### config.mk
export PLATFORM = sky130hd
export DESIGN_NAME = mult_div_unit
export DESIGN_NICKNAME = d
export VERILOG_FILES = /design/src/rtl/mdu_pkg.sv /design/src/rtl/mdu_iter_step.sv /design/src/rtl/mult_div_unit.sv
export SDC_FILE = /design/constraint.sdc
export NUM_CORES = 1
export LEC_CHECK = 0
export BUFFER_PORTS_ARGS = -buffer_cell sky130_fd_sc_hd__buf_2
export CAP_MARGIN = 20
export CORE_MARGIN = 8
export CORE_UTILIZATION = 40
export CTS_BUF_LIST = sky130_fd_sc_hd__clkbuf_2 sky130_fd_sc_hd__clkbuf_4 sky130_fd_sc_hd__clkbuf_8
export DETAILED_ROUTE_END_ITERATION = 6
export HOLD_SLACK_MARGIN = 0.15
export SLEW_MARGIN = 20
export SYNTH_ARGS = -nofsm -noshare
export SYNTH_HDL_FRONTEND = slang
export SYNTH_SLANG_ARGS = --single-unit
### constraint.sdc
create_clock -name Clock -period 4.68 [get_ports Clock]
set_clock_uncertainty 0.2 [all_clocks]
set_input_delay 0.234 -clock Clock [delete_from_list [all_inputs] [get_ports Clock]]
set_output_delay 0.234 -clock Clock [all_outputs]
set_load 0.01 [all_outputs]
### src/rtl/mdu_pkg.sv
// Shared encodings for the iterative multiply/divide unit.
// Holds the op and state encodings and the default operand width.
package mdu_pkg;

  localparam int MDU_DATA_W = 32;

  typedef enum logic [1:0] {
    OP_MULT  = 2'b00,
    OP_MULTU = 2'b01,
    OP_DIV   = 2'b10,
    OP_DIVU  = 2'b11
  } mdu_op_e;

  typedef enum logic [1:0] {
    IDLE = 2'b00,
    RUN  = 2'b01,
    FIX  = 2'b10
  } mdu_state_e;

  function automatic logic op_is_signed(input logic [1:0] op);
    return (op == OP_MULT) || (op == OP_DIV);
  endfunction

endpackage

### src/rtl/mdu_iter_step.sv
// One combinational iteration: shift-add multiply or restoring-divide step.
// Zero latency; no flow control.
module mdu_iter_step
  import mdu_pkg::*;
#(
  parameter int DATA_W = MDU_DATA_W
) (
  input  logic              mul_i,
  input  logic [DATA_W-1:0] hi_i,
  input  logic [DATA_W-1:0] lo_i,
  input  logic [DATA_W-1:0] operand_i,
  output logic [DATA_W-1:0] hi_o,
  output logic [DATA_W-1:0] lo_o
);

  logic [DATA_W:0] sum;
  logic [DATA_W:0] shifted;
  logic            ge;

  always_comb begin
    sum     = {1'b0, hi_i} + (lo_i[0] ? {1'b0, operand_i} : {(DATA_W+1){1'b0}});
    shifted = {hi_i, lo_i[DATA_W-1]};
    ge      = shifted >= {1'b0, operand_i};
    if (mul_i) begin
      // Multiplier bits are consumed from lo while product bits enter from the top.
      hi_o = sum[DATA_W:1];
      lo_o = {sum[0], lo_i[DATA_W-1:1]};
    end else if (ge) begin
      hi_o = DATA_W'(shifted - {1'b0, operand_i});
      lo_o = {lo_i[DATA_W-2:0], 1'b1};
    end else begin
      hi_o = shifted[DATA_W-1:0];
      lo_o = {lo_i[DATA_W-2:0], 1'b0};
    end
  end

endmodule

### src/rtl/mult_div_unit.sv
// Iterative MULT/MULTU/DIV/DIVU with HI/LO; result DATA_W+1 edges after Start, caller stalls on Busy.
// Optional macro MDU_EARLY_OUT_EN: trivial operations skip RUN and finish in two edges.
module mult_div_unit
  import mdu_pkg::*;
#(
  parameter int DATA_W = MDU_DATA_W
) (
  input  logic              Clock,
  input  logic              ResetN,
  input  logic              Start,
  input  logic [1:0]        Op,
  input  logic [DATA_W-1:0] OperandA,
  input  logic [DATA_W-1:0] OperandB,
  input  logic              WriteHi,
  input  logic              WriteLo,
  input  logic [DATA_W-1:0] WriteData,
  output logic              Busy,
  output logic              Done,
  output logic [DATA_W-1:0] Hi,
  output logic [DATA_W-1:0] Lo
);

  localparam int CNT_W = $clog2(DATA_W);

  mdu_state_e        state_q;
  logic [CNT_W-1:0]  cnt_q;
  logic              is_div_q;
  logic              neg_res_q;
  logic              neg_rem_q;
  logic              div_zero_q;
  logic              done_q;
  logic [DATA_W-1:0] opnd_q;
  logic [DATA_W-1:0] acc_hi_q;
  logic [DATA_W-1:0] acc_lo_q;
  logic [DATA_W-1:0] hi_q;
  logic [DATA_W-1:0] lo_q;
  logic [DATA_W-1:0] acc_hi_d;
  logic [DATA_W-1:0] acc_lo_d;

  logic                is_div;
  logic                a_neg;
  logic                b_neg;
  logic                early;
  logic [DATA_W-1:0]   a_mag;
  logic [DATA_W-1:0]   b_mag;
  logic [2*DATA_W-1:0] prod_fix;
  logic [DATA_W-1:0]   fix_hi;
  logic [DATA_W-1:0]   fix_lo;

  always_comb begin
    is_div = Op[1];
    a_neg  = op_is_signed(Op) & OperandA[DATA_W-1];
    b_neg  = op_is_signed(Op) & OperandB[DATA_W-1];
    a_mag  = a_neg ? -OperandA : OperandA;
    b_mag  = b_neg ? -OperandB : OperandB;
  end

`ifdef MDU_EARLY_OUT_EN
  always_comb begin
    if (is_div) early = (b_mag != '0) && (a_mag < b_mag);
    else        early = (a_mag == '0) || (b_mag == '0);
  end
`else
  assign early = 1'b0;
`endif

  mdu_iter_step #(.DATA_W(DATA_W)) u_step (
    .mul_i     (~is_div_q),
    .hi_i      (acc_hi_q),
    .lo_i      (acc_lo_q),
    .operand_i (opnd_q),
    .hi_o      (acc_hi_d),
    .lo_o      (acc_lo_d)
  );

  // Divide-by-zero leaves |A| in the remainder, so the signed fix restores A.
  always_comb begin
    prod_fix = {acc_hi_q, acc_lo_q};
    if (neg_res_q) prod_fix = -prod_fix;
    if (is_div_q) begin
      fix_hi = neg_rem_q ? -acc_hi_q : acc_hi_q;
      fix_lo = div_zero_q ? {DATA_W{1'b1}} : (neg_res_q ? -acc_lo_q : acc_lo_q);
    end else begin
      fix_hi = prod_fix[2*DATA_W-1:DATA_W];
      fix_lo = prod_fix[DATA_W-1:0];
    end
  end

  always_ff @(posedge Clock or negedge ResetN) begin
    if (!ResetN) begin
      state_q    <= IDLE;
      cnt_q      <= '0;
      is_div_q   <= 1'b0;
      neg_res_q  <= 1'b0;
      neg_rem_q  <= 1'b0;
      div_zero_q <= 1'b0;
      done_q     <= 1'b0;
      opnd_q     <= '0;
      acc_hi_q   <= '0;
      acc_lo_q   <= '0;
      hi_q       <= '0;
      lo_q       <= '0;
    end else begin
      done_q <= 1'b0;
      unique case (state_q)
        IDLE: begin
          if (WriteHi) hi_q <= WriteData;
          if (WriteLo) lo_q <= WriteData;
          if (Start) begin
            is_div_q   <= is_div;
            neg_res_q  <= a_neg ^ b_neg;
            neg_rem_q  <= a_neg;
            div_zero_q <= is_div && (OperandB == '0);
            opnd_q     <= is_div ? b_mag : a_mag;
            cnt_q      <= '0;
            if (early) begin
              acc_hi_q <= is_div ? a_mag : '0;
              acc_lo_q <= '0;
              state_q  <= FIX;
            end else begin
              acc_hi_q <= '0;
              acc_lo_q <= is_div ? a_mag : b_mag;
              state_q  <= RUN;
            end
          end
        end
        RUN: begin
          acc_hi_q <= acc_hi_d;
          acc_lo_q <= acc_lo_d;
          cnt_q    <= cnt_q + 1'b1;
          if (cnt_q == CNT_W'(DATA_W - 1)) state_q <= FIX;
        end
        FIX: begin
          hi_q    <= fix_hi;
          lo_q    <= fix_lo;
          done_q  <= 1'b1;
          state_q <= IDLE;
        end
        default: state_q <= IDLE;
      endcase
    end
  end

  assign Busy = (state_q != IDLE);
  assign Done = done_q;
  assign Hi   = hi_q;
  assign Lo   = lo_q;

endmodule

# Word level (Yosys, flattened, before mapping)
# Cells that the tools add are included.
totals:
  regBits: 172
  wordCells: 74
op_classes:
  addsub: 8
  order_cmp: 1
  eq_ne: 8
  muxes: 29
  n_bitwise: 3
  reduce_logical: 13
op_table:
  columns: ["operator", "count"]
  rows:
  - ["two-way mux 32 bit", 17]
  - ["case mux 32 bit (2 select lines)", 4]
  - ["negator 32 bit", 4]
  - ["two-way mux 64 bit", 1]
  - ["negator 64 bit", 1]
  - ["adder 32 x 32 -> 33 bit", 1]
  - ["greater-or-equal comparator 33 x 32 -> 1 bit", 1]
  - ["logical NOT 32 bit", 1]
  - ["subtractor 32 bit", 1]
  - ["case mux 5 bit (2 select lines)", 1]
  - ["AND reduction 2 bit", 5]
  - ["inequality test 2 bit, second input constant", 4]
  - ["nonzero test 2 bit", 3]
  - ["adder 5 x 1 -> 5 bit, second input constant", 1]
  - ["== test 5 bit, second input constant", 1]
  - ["two-way mux 5 bit", 1]
  - ["== test 2 bit, second input constant", 2]
  - ["logical NOT 2 bit", 2]
  - ["two-way mux 2 bit", 2]
  - ["case mux 2 bit (2 select lines)", 1]
  - ["AND 1 bit", 2]
  - ["== test 2 x 1 -> 1 bit, second input constant", 1]
  - ["two-way mux 1 bit", 2]
  - ["logical AND 1 bit", 1]
  - ["other kinds (2)", 2]

# Depth between registers and ports, before layout
# Gate-level depths: netlist of run 1.
depth:
  depth_word: 7
  ltp_mapped: 14

# By module
# From an unflattened synthesis of run 1, not the netlist that was laid out.
unflattened:
  cells_unflattened: 1953
  hier_area_um2: 15832.7
by_module_without_submodules:
  columns: ["module", "n_inst", "cells_per_inst", "area_per_inst_um2", "seq_area_each_um2"]
  rows:
  - ["mult_div_unit", 1, 1293, 10984.3, 4304.1]
  - ["mdu_iter_step", 1, 660, 4848.4, 0.0]

# Worst setup path after synthesis of run 1
# No wires, ideal clock.
synth_path:
  kind: "register to register"
  startpoint: "register acc_hi_q[13]"
  endpoint: "register acc_hi_q[29]"
  setup_ns: 0.126
  arrival_ns: 3.081
  t_required_ns: 4.354
  path_slack_ns: 1.273
  path_stages_with_launch: 12
  period_less_slack_ns: 3.407
  path_cell_list: "dfrtp_1 ha_1 clkbuf_1 a21oi_1 o21ai_0 a221o_1 o21bai_1 nand3_1 a211oi_2 clkbuf_1 o21ai_0 a221o_1"
synth_via:
  elab_chain_len: 4
  word_cells_on_any_way: 6
synth_rtl:
  columns: ["element", "line", "rtl"]
  rows:
  - ["start, declared", "mult_div_unit.sv:33", "logic [DATA_W-1:0] acc_hi_q;"]
  - ["start signal, assigned", "mult_div_unit.sv:117", "acc_hi_q <= is_div ? a_mag : '0;"]
  - ["start signal, assigned", "mult_div_unit.sv:128", "acc_hi_q <= acc_hi_d;"]
  - ["subtractor 32 bit or greater-or-equal comparator 33 x 32 -> 1 bit (tied branches)", "mdu_iter_step.sv:29, mdu_iter_step.sv:23", null]
  - ["two-way mux 32 bit", "mdu_iter_step.sv:28", "end else if (ge) begin"]
  - ["two-way mux 32 bit (*)", "mdu_iter_step.sv:24", "if (mul_i) begin"]
  - ["case mux 32 bit (2 select lines) (*)", "mult_div_unit.sv:105", "unique case (state_q)"]
# Every way passes the cells marked *; elsewhere a longest branch is shown, timed or not.
# A chain may end at the register's enable or synchronous reset.

# Worst setup path after layout of run 1
layout_path:
  startpoint: "input OperandB[13]"
  endpoint: "register opnd_q[27]"
layout_via:
  elab_chain_len: 3
layout_rtl:
  columns: ["element", "line", "rtl"]
  rows:
  - ["start, declared", "mult_div_unit.sv:13", "input logic [DATA_W-1:0] OperandB,"]
  - ["negator 32 bit", "mult_div_unit.sv:55", "b_mag = b_neg ? -OperandB : OperandB;"]
  - ["two-way mux 32 bit", "mult_div_unit.sv:55", null]
  - ["two-way mux 32 bit", "mult_div_unit.sv:114", "opnd_q <= is_div ? b_mag : a_mag;"]
  - ["end signal, assigned", "mult_div_unit.sv:114", null]
  - ["end, declared", "mult_div_unit.sv:32", "logic [DATA_W-1:0] opnd_q;"]
# Every way passes these cells.

==> results of run 1 <==
==> cells in the mapped netlist (all sizes together), types with 13 or more instances <==
master / n
ha: 70
o21ai: 211
mux2i: 45
nand3: 27
nor3: 36
xor2: 76
nand4: 14
o211ai: 29
nor2: 172
o21bai: 13
nor4: 15
nand2b: 17
a21oi: 194
buf: 16
o22ai: 33
a21o: 36
nand2: 225
inv: 64
dfrtp: 172
and3: 24
or3: 26
o31ai: 17
a31oi: 18
a22oi: 18
clkbuf: 110
or4: 22
xnor2: 96
o21a: 13
a211oi: 40
==> through the flow <==
| step | cells | hold WS, ns | total power (uW) | util (%) |
|---|---|---|---|---|
| after CTS | 2640 | 0.155 | 13800 | 48.4 |
| after global placement | 2493 | 0.0960 | 12500 | 44.1 |
| after floorplan | 1950 | -0.262 | 9400 | - |
| after global routing | 2640 | 0.223 | 15000 | 48.4 |
| after detailed placement | 2494 | 0.0920 | 12500 | 44.2 |
| final | 2640 | 0.160 | 13900 | 48.4 |
==> layout make-up <==
class	instances	area, sq um	share of cell area [%]
timing repair buffer	316	2280	12.9
multi-input combinational	1587	9910	55.9
tap	468	586	3.30
sequential	172	4310	24.3
inverter	65	244	1.38
clock inverter	15	164	0.925
clock buffer	17	234	1.32
==> placed cells by master (no fill, tap or decap), types with 70 or more instances in the layout <==
cell           Yosys  routed
xor2_1            76      76
o21ai_0          202     202
buf_2              0     168
ha_1              70      70
xnor2_1           96      96
dfrtp_1          172     171
nor2_1           171     170
a21oi_1          193     193
dlygate4sd3_1      0     113
nand2_1          225     224
==> logic make-up after synthesis <==
logic type      share of synthesized area [%]
xor+xnor                                 10.1
mux                                      3.02
fa+ha+maj                                6.15
buf+inv                                  4.89
flops                                    28.9
compound gates                           27.6
simple gates                             19.3
==> routing by layer <==
metal	global-route usage (%)	vias to the layer above
met4	10.4	0
met1	37.7	7391
li1	-	7449
met3	3.97	94
met2	39.1	711
met5	0	-
==> worst max-delay path, stage by stage <==
cell	delay [ns]
dlygate4sd3_1	0.53
buf_2	0.13
or4_1	0.58
nor4_1	0.53
and4_1	0.43
nand2_1	0.12
o41ai_1	0.32
xor2_1	0.28
dlygate4sd3_1	0.61
nand2_1	0.06
o211ai_1	0.10
dlygate4sd3_1	0.56
o21ai_0	0.07
==> final timing paths <==
path	startpoint	endpoint	slack (ns)	depth (start not counted)
min in group asynchronous	ResetN	Hi[13]	0.60	3
max in group asynchronous	ResetN	is_div_q	2.70	4
max reg2reg	acc_hi_q[13]	acc_hi_q[3]	0.71	11
min reg2reg	Lo[12]	Lo[12]	0.28	2
min	OperandB[16]	opnd_q[16]	0.16	4
max	OperandB[13]	opnd_q[27]	0.31	13
==> sequential cells by signal, indices dropped and copies added (netlist names) <==
name,flops
Hi,32
Lo,32
acc_hi_q,32
acc_lo_q,32
opnd_q,32
cnt_q,5
state_q,2
Done,1
div_zero_q,1
is_div_q,1
neg_rem_q,1
neg_res_q,1
==> power by group <==
group          switching (uW)  internal [uW]
Sequential                934           2220
Clock                     695            406
Combinational            5920           3770
Total                    7550           6390
==> what timing repair did <==
item,in CTS,in global routing
hold buffers,114,0
buffers inserted,0,0
endpoints found under the hold margin,177,0
==> impl_metrics.csv, run 1 <==
group,metric,value,unit
status,outcome,"completed",
floorplan,die_y,209,microns
global_route,grt_start_max_net_pins,103,
placed_design,port_buffers,168,
logic_synthesis,synthTopCellsByArea,"dfrtp_1 29%, o21ai_0 6.8%, a21oi_1 6.5%, ha_1 5.9%, nand2_1 5.7%",
finish,antenna_cells,0,
drt,avgViaCountPerCell,5.93,
logic_synthesis,yosysTopAreaCell,"dfrtp_1",
logic_synthesis,synth_edf_count,0,
floorplan,die_area,0.0437,sq mm
drt,initialDrtViolationCount,1558,
timing,maxSlewViolCount,0,
finish,fill_cells,3601,
timing,final.setup.tns,0,ns
drt,first_pass_iters,7,
setup_path,endpoint_kind,"register",
clock_tree,clock_path_buffers,2,
setup_path,worstPathArrival,4.54,ns
placed_design,place_hpwl,46.1,mm
drt,met1_length,27.5,mm
clock_tree,clockRootBuffer,"clkbuf_8",
placed_design,place.gp.congestion,0.951,
setup_path,start_kind,"input pin",
floorplan,core_area,0.0366,sq mm
clock_tree,ctsResizeCount,0,
logic_synthesis,async_flop_share,100,%
finish,final_area,0.0177,sq mm
timing,rsz0062_at_grt,"false",
logic_synthesis,ys_seq_area_share,28.9,%
floorplan,pin_count,169,
clock_tree,cts_buffers,17,
floorplan,fp.dieW,209,microns
power,ir_worst_vdd,0.420,mV
global_route,track_usage,26.3,%
power,p_leak,0.00763,uW
clock_tree,insertion_delay,0.50,ns
clock_tree,cts_tree,"done",
drt,highest_layer,"met4",
logic_synthesis,netlist_area,0.0149,sq mm
logic_synthesis,ys.flop_type,"dfrtp_1",
logic_synthesis,synth_fp_nets,2125,
floorplan,initial_core_util,40.7,%
setup_path,worstPathMaxFanout,5,
setup_path,cp.required,4.85,ns
logic_synthesis,netlist.area_leader.share,28.9,%
drt,met3_length,4.28,mm
timing,finalSetupViolCount,0,
power,p_per_area,786,mW/mm^2
global_route,grt_pass1_wl,90.3,mm
logic_synthesis,syn_inst,1950,
setup_path,criticalPathCategory,"input pin to register",
drt,dr_wl_met2,24.9,mm
drt,wl,59.0,mm
drt,drc_errors,0,
timing,finalCriticalPeriod,4.37,ns
finish,area_growth,19.0,%
clock_tree,cts_sinks,172,
logic_synthesis,ys_seq_elements,172,
timing,timing.final.crit_share,93.3,%
timing,tightest_slew,0.977,ns
placed_design,place_ws,0.767,ns
logic_synthesis,postSynthAreaPerCell,7.64,sq um
drt,vias,15600,
global_route,grt_pass1_vias,14800,
timing,slew_headroom,34.7,%
global_route,grt_overflow,0,
drt,final_antenna_net_count,0,
placed_design,place_area,0.0162,sq mm
worst_hold_path,min_path_type,"input pin to register",
floorplan,rows,70,
global_route,antenna_found_initial,0,
clock_tree,htreeDepth,4,
logic_synthesis,yosys_warnings,0,
run,maxCapViolations,0,
timing,final.setup.worst_slack,0.313,ns
timing,hold_viol,0,
logic_synthesis,ys_types,69,
finish,num-nets-final,2334,
timing,max_freq,229,MHz
drt,post_drt_wl_per_cell,22.4,microns
clock_tree,clk_pin_slew,0.12,ns
finish,layout-drive-gt1-share,12.2,%
(Power assumes the default switching activity.)
==> run 2: changes to the inputs <==
==> constraint.sdc (replaced) <==
create_clock -name Clock -period 4 [get_ports Clock]
set_clock_uncertainty 0.2 [all_clocks]
set_input_delay 0.2 -clock Clock [delete_from_list [all_inputs] [get_ports Clock]]
set_output_delay 0.2 -clock Clock [all_outputs]
set_load 0.01 [all_outputs]
==> run 2 against run 1 <==
Compared with the run above: power rose by 19%; sequential share of layout area fell by 0.55 points; largest cell class unchanged; design area rose by 2.3%; register-to-register slack got worse by 0.42 ns; combinational power rose by 21%; critical path depth fell by 1; worst setup slack got worse by 0.14 ns; via count rose by 0.98%; cell count rose by 1.7%.
==> impl_metrics.csv, run 2 (synthesis gave the netlist of run 1 again) <==
group,metric,value,unit
status,outcome,"completed",
clock_tree,clockRootBuffer,"clkbuf_8",
placed_design,place_hpwl,46.3,mm
finish,layout-drive-gt1-share,13.6,%
placed_design,place.gp.congestion,0.958,
drt,final_antenna_net_count,0,
clock_tree,cts_tree,"done",
clock_tree,cts_setup_buffers,0,
timing,slew_headroom,37.7,%
global_route,track_usage,25.9,%
timing,tightest_slew,0.935,ns
drt,initialDrtViolationCount,1251,
timing,finalCriticalPeriod,3.83,ns
placed_design,port_buffers,168,
timing,finalSetupViolCount,0,
global_route,grt_pass1_wl,88.9,mm
finish,area_growth,21.7,%
finish,utilization,49.5,%
worst_hold_path,min_path_type,"input pin to register",
timing,timing.final.crit_share,95.7,%
finish,instances_no_fill,2684,
global_route,antenna_found_initial,0,
setup_path,endpoint_kind,"register",
drt,avgViaCountPerCell,5.89,
setup_path,start_kind,"input pin",
placed_design,dpl.cell_count,2527,
power,p_leak,0.00784,uW
setup_path,cp.required,4.23,ns
floorplan,initial_core_util,40.7,%
timing,maxSlewViolCount,0,
clock_tree,clk_pin_slew,0.11,ns
clock_tree,clock_path_buffers,2,
floorplan,rows,70,
power,ir_worst_vdd,0.491,mV
floorplan,pin_count,169,
drt,vias,15800,
timing,hold_viol,0,
finish,layout.cells.most_common_list,"224 x nand2_1, 201 x o21ai_0, 193 x a21oi_1, 171 x dfrtp_1, 170 x nor2_1",
finish,fill_cells,3597,
timing,rsz0062_at_grt,"false",
global_route,grt_start_max_net_pins,86,
global_route,grt_overflow,0,
clock_tree,cts_buffers,17,
clock_tree,insertion_delay,0.49,ns
finish,layout_commonest_cell,"nand2_1",
setup_path,worstPathArrival,4.06,ns
timing,max_freq,261,MHz
floorplan,die_area,0.0437,sq mm
floorplan,fp.dieW,209,microns
drt,drc_errors,0,
drt,first_pass_iters,7,
floorplan,core_area,0.0366,sq mm
floorplan,die_y,209,microns
run,maxCapViolations,0,
drt,post_drt_wl_per_cell,21.9,microns
finish,antenna_cells,0,
finish,multi_input_area,0.00993,sq mm
drt,wl,58.8,mm
setup_path,worstPathMaxFanout,4,
timing,final.setup.tns,0,ns
finish,num-nets-final,2378,
clock_tree,htreeDepth,4,
power,p_per_area,918,mW/mm^2
setup_path,criticalPathCategory,"input pin to register",
global_route,grt_pass1_vias,14800,
finish,ff_latch_area,0.00431,sq mm
clock_tree,cts_sinks,172,
==> run 2: changes by cell type in the layout (fill, tap and decap cells not counted), moves of 2 or more <==
cell	before	now
dlygate4sd3_1	113	124
clkinvlp_4	0	3
buf_4	31	64
clkinv_8	3	0
bufinv_16	0	2
nor4_1	15	13
==> run 2: final timing paths <==
kind / slack (ns) / cells after the start / start / endpoint
worst max-delay path: 0.17 / 12 / OperandA[6] / opnd_q[31]
worst min-delay path: 0.17 / 4 / OperandB[6] / opnd_q[6]
worst max register to register: 0.29 / 14 / acc_lo_q[0] / acc_hi_q[29]
worst min register to register: 0.29 / 2 / Lo[3] / Lo[3]
max in group asynchronous: 2.53 / 4 / ResetN / is_div_q
min in group asynchronous: 0.60 / 4 / ResetN / acc_hi_q[27]
==> run 2: area by class of cell <==
type / instances / share of cell area, %
Timing Repair Buffer: 360 / 14.6
Multi-Input combinational cell: 1587 / 54.7
Inverter: 65 / 1.37
Clock buffer: 18 / 1.33
Clock inverter: 14 / 0.952
Sequential cell: 172 / 23.7
Tap cell: 468 / 3.23
==> run 2: critical path: stages <==
cell and delay (ns):
dlygate4sd3_1 0.54, buf_2 0.16, nor4_4 0.32, nand2_1 0.19, or3_1 0.42, or4_1 0.47, nor3_1 0.19, o21a_1 0.16
dlygate4sd3_1 0.56, mux2i_1 0.09, o21ai_0 0.18, dlygate4sd3_1 0.58
==> run 2: through the flow <==
stage	power [uW]	hold WS (ns)	cell area (sq um)	setup WS, ns
3_5_place_dp	14800	0.0730	16400	0.170
5_1_grt	17800	0.157	18100	0.0103
4_1_cts	16400	0.152	18100	0.0994
3_3_place_gp	14800	0.0789	16400	0.217
6_report	16600	0.173	18100	0.172
2_1_floorplan	11000	-0.296	14900	0.593
==> run 2: report_power, final <==
part           switching [uW]  internal [uW]  total [uW]
sequential               1020           2600        3610
clock                     755            590        1340
combinational            7010           4670       11700
total                    8780           7860       16600
==> run 2: per-layer routing <==
metal | GRT usage (%) | vias to the layer above | part of all wire, %
li1 | - | 7550 | -
met1 | 36.2 | 7483 | 46
met2 | 39.3 | 677 | 43
met3 | 5.82 | 88 | 7.9
met4 | 8.29 | 0 | 3.2
met5 | 0 | - | 0
==> run 2: what timing repair did <==
item	in CTS	in global routing
resized for setup	0	6
hold buffers	125	0
setup endpoints to repair	0	5
hold endpoints to repair	250	0
==> run 3: changes to the inputs <==
==> constraint.sdc (replaced) <==
create_clock -name Clock -period 4 [get_ports Clock]
set_clock_uncertainty 0.2 [all_clocks]
set_input_delay 0.8 -clock Clock [delete_from_list [all_inputs] [get_ports Clock]]
set_output_delay 0.8 -clock Clock [all_outputs]
set_load 0.01 [all_outputs]
==> run 3 against run 2 <==
Compared with the run above: first-iteration DRC count up 5.4%; worst setup slack improved by 0.10 ns; via count down 2.8%; critical path type is now register to register; cell count is 4.3% lower; count of clock-buffer cells in the layout did not move.
==> impl_metrics.csv, run 3 (synthesis gave the netlist of run 1 again) <==
group,metric,value,unit
timing,finalSetupViolCount,0,
floorplan,initial_core_util,40.7,%
timing,hold_viol,0,
setup_path,critPathMaxStageDelay,0.37,ns
status,outcome,"completed",
clock_tree,cts_setup_buffers,0,
floorplan,pin_count,169,
clock_tree,ctsResizeCount,0,
timing,final.setup.tns,0,ns
power,p_per_area,965,mW/mm^2
placed_design,port_buffers,168,
drt,vias,15400,
timing,max_freq,268,MHz
floorplan,die_y,209,microns
setup_path,worstPathMaxFanout,6,
global_route,grt_pass1_wl,85.9,mm
placed_design,place_hpwl,45.3,mm
clock_tree,clk_pin_slew,0.12,ns
timing,timing.final.crit_share,93.1,%
setup_path,start_kind,"register",
run,maxCapViolations,0,
setup_path,endpoint_kind,"register",
timing,maxSlewViolCount,0,
drt,avgViaCountPerCell,5.98,
drt,post_drt_wl_per_cell,22.0,microns
setup_path,reg2reg_slack,0.27,ns
setup_path,crit_buf_inv,4,
drt,final_antenna_net_count,0,
timing,tightest_slew,0.894,ns
setup_path,criticalPathCategory,"register to register",
global_route,track_usage,25.0,%
setup_path,cp-endpoint,"acc_hi_q[29]",
floorplan,die_area,0.0437,sq mm
drt,wl,56.6,mm
power,ir_worst_vdd,0.601,mV
clock_tree,cts_tree,"done",
finish,layout.cells.most_common_list,"224 x nand2_1, 202 x o21ai_0, 193 x a21oi_1, 171 x dfrtp_1, 170 x nor2_1",
clock_tree,cts_buffers,17,
clock_tree,cts_sinks,172,
finish,utilization,46.2,%
clock_tree,hold_buffers,0,
floorplan,fp.dieW,209,microns
setup_path,crit_slowest_cell,"fa_1",
clock_tree,insertion_delay,0.51,ns
setup_path,crit_top_cell,"buf_4",
timing,slew_headroom,40.2,%
finish,fill_cells,3747,
setup_path,r2r_start,"acc_lo_q[0]",
setup_path,cp_top_family,"compound AO/OA/AOI/OAI gates",
setup_path,path_cells,"buf_4, and2_1, ha_1, inv_1, fa_1, nand2b_1, a21oi_1, o31ai_1, buf_4, o21ai_0, buf_4, a41oi_1, o21ai_0, a31oi_1, mux2i_1, a221o_1",
drt,initialDrtViolationCount,1318,
setup_path,cp.required,4.19,ns
global_route,grt_pass1_vias,14400,
clock_tree,htreeDepth,4,
finish,antenna_cells,0,
setup_path,critPathLaunch,"acc_lo_q[0]",
setup_path,worstPathArrival,3.92,ns
power,p_leak,0.00739,uW
global_route,antenna_found_initial,0,
setup_path,crit_cells,16,
setup_path,reg2reg_to,"acc_hi_q[29]",
worst_hold_path,min_path_type,"input pin to asynchronous set/reset pin",
clock_tree,clock_path_buffers,2,
placed_design,place.gp.congestion,0.963,
global_route,grt_overflow,0,
drt,drc_errors,0,
setup_path,r2r_cells,16,
global_route,grt_start_max_net_pins,99,
timing,finalCriticalPeriod,3.73,ns
finish,num-nets-final,2263,
finish,area_growth,13.6,%
floorplan,rows,70,
clock_tree,clockRootBuffer,"clkbuf_8",
finish,layout_commonest_cell,"nand2_1",
drt,first_pass_iters,6,
finish,layout-drive-gt1-share,14.6,%
timing,rsz0062_at_grt,"false",
floorplan,core_area,0.0366,sq mm
## run 3: cell count changes in the layout (fill, tap and decap cells not counted), sizes merged
| cell | change |
|---|---|
| buf | +9 |
| clkinv | +1 |
| dlygate4sd3 | -124 |
| inv | -1 |
## run 3: worst min path at each step
stage                     endpoint  slack (ns)  depth (start not counted)
after floorplan           cnt_q[3]        0.25                          1
after global placement      Lo[20]        0.26                          2
after detailed placement    Lo[16]        0.27                          2
after CTS                   Hi[18]        0.15                          1
after global routing        Hi[18]        0.16                          1
final                       Hi[18]        0.11                          1
## run 3: final cells by class
type / instances / area (sq um) / area share, %
well taps: 468 / 586 / 3.46
flip-flops and latches: 172 / 4310 / 25.4
inverters: 65 / 244 / 1.44
clock inverters: 14 / 174 / 1.03
clock buffers: 18 / 241 / 1.43
repair buffers: 245 / 1480 / 8.72
multi-input cells: 1587 / 9900 / 58.5
## run 3: where the power goes
group | internal, uW | switching [uW]
Sequential | 2600 | 956
Clock | 587 | 769
Combinational | 4580 | 6850
Total | 7760 | 8580
## run 3: per-layer routing
layer / up-vias / wire length (microns) / share of wire (%) / GRT usage (%)
met3: 78 / 3850 / 6.8 / 4.97
met4: 0 / 2050 / 3.6 / 8.94
met5: - / 0 / 0 / 0
met2: 601 / 24200 / 43 / 37.3
met1: 7365 / 26600 / 47 / 35.4
li1: 7309 / - / - / -
## run 3: through the flow
stage | hold WS [ns] | setup WS, ns | total power [uW] | cells | cell area [sq um]
after floorplan | 0.249 | 0.593 | 11000 | 1950 | 14900
after global placement | 0.259 | 0.343 | 14700 | 2537 | 16500
after detailed placement | 0.268 | 0.281 | 14800 | 2537 | 16500
after CTS | 0.150 | 0.317 | 16200 | 2569 | 16900
after global routing | 0.158 | 0.00961 | 17600 | 2569 | 16900
final | 0.107 | 0.275 | 16300 | 2569 | 16900
## run 3: worst reg2reg max path, stage by stage (launching register included)
cell and delay, ns:
dfrtp_1 0.36, buf_4 0.17, and2_1 0.14, ha_1 0.20, inv_1 0.07, fa_1 0.37
nand2b_1 0.19, a21oi_1 0.20, o31ai_1 0.09, buf_4 0.16, o21ai_0 0.20, buf_4 0.17
a41oi_1 0.19, o21ai_0 0.30, a31oi_1 0.18, mux2i_1 0.15, a221o_1 0.27
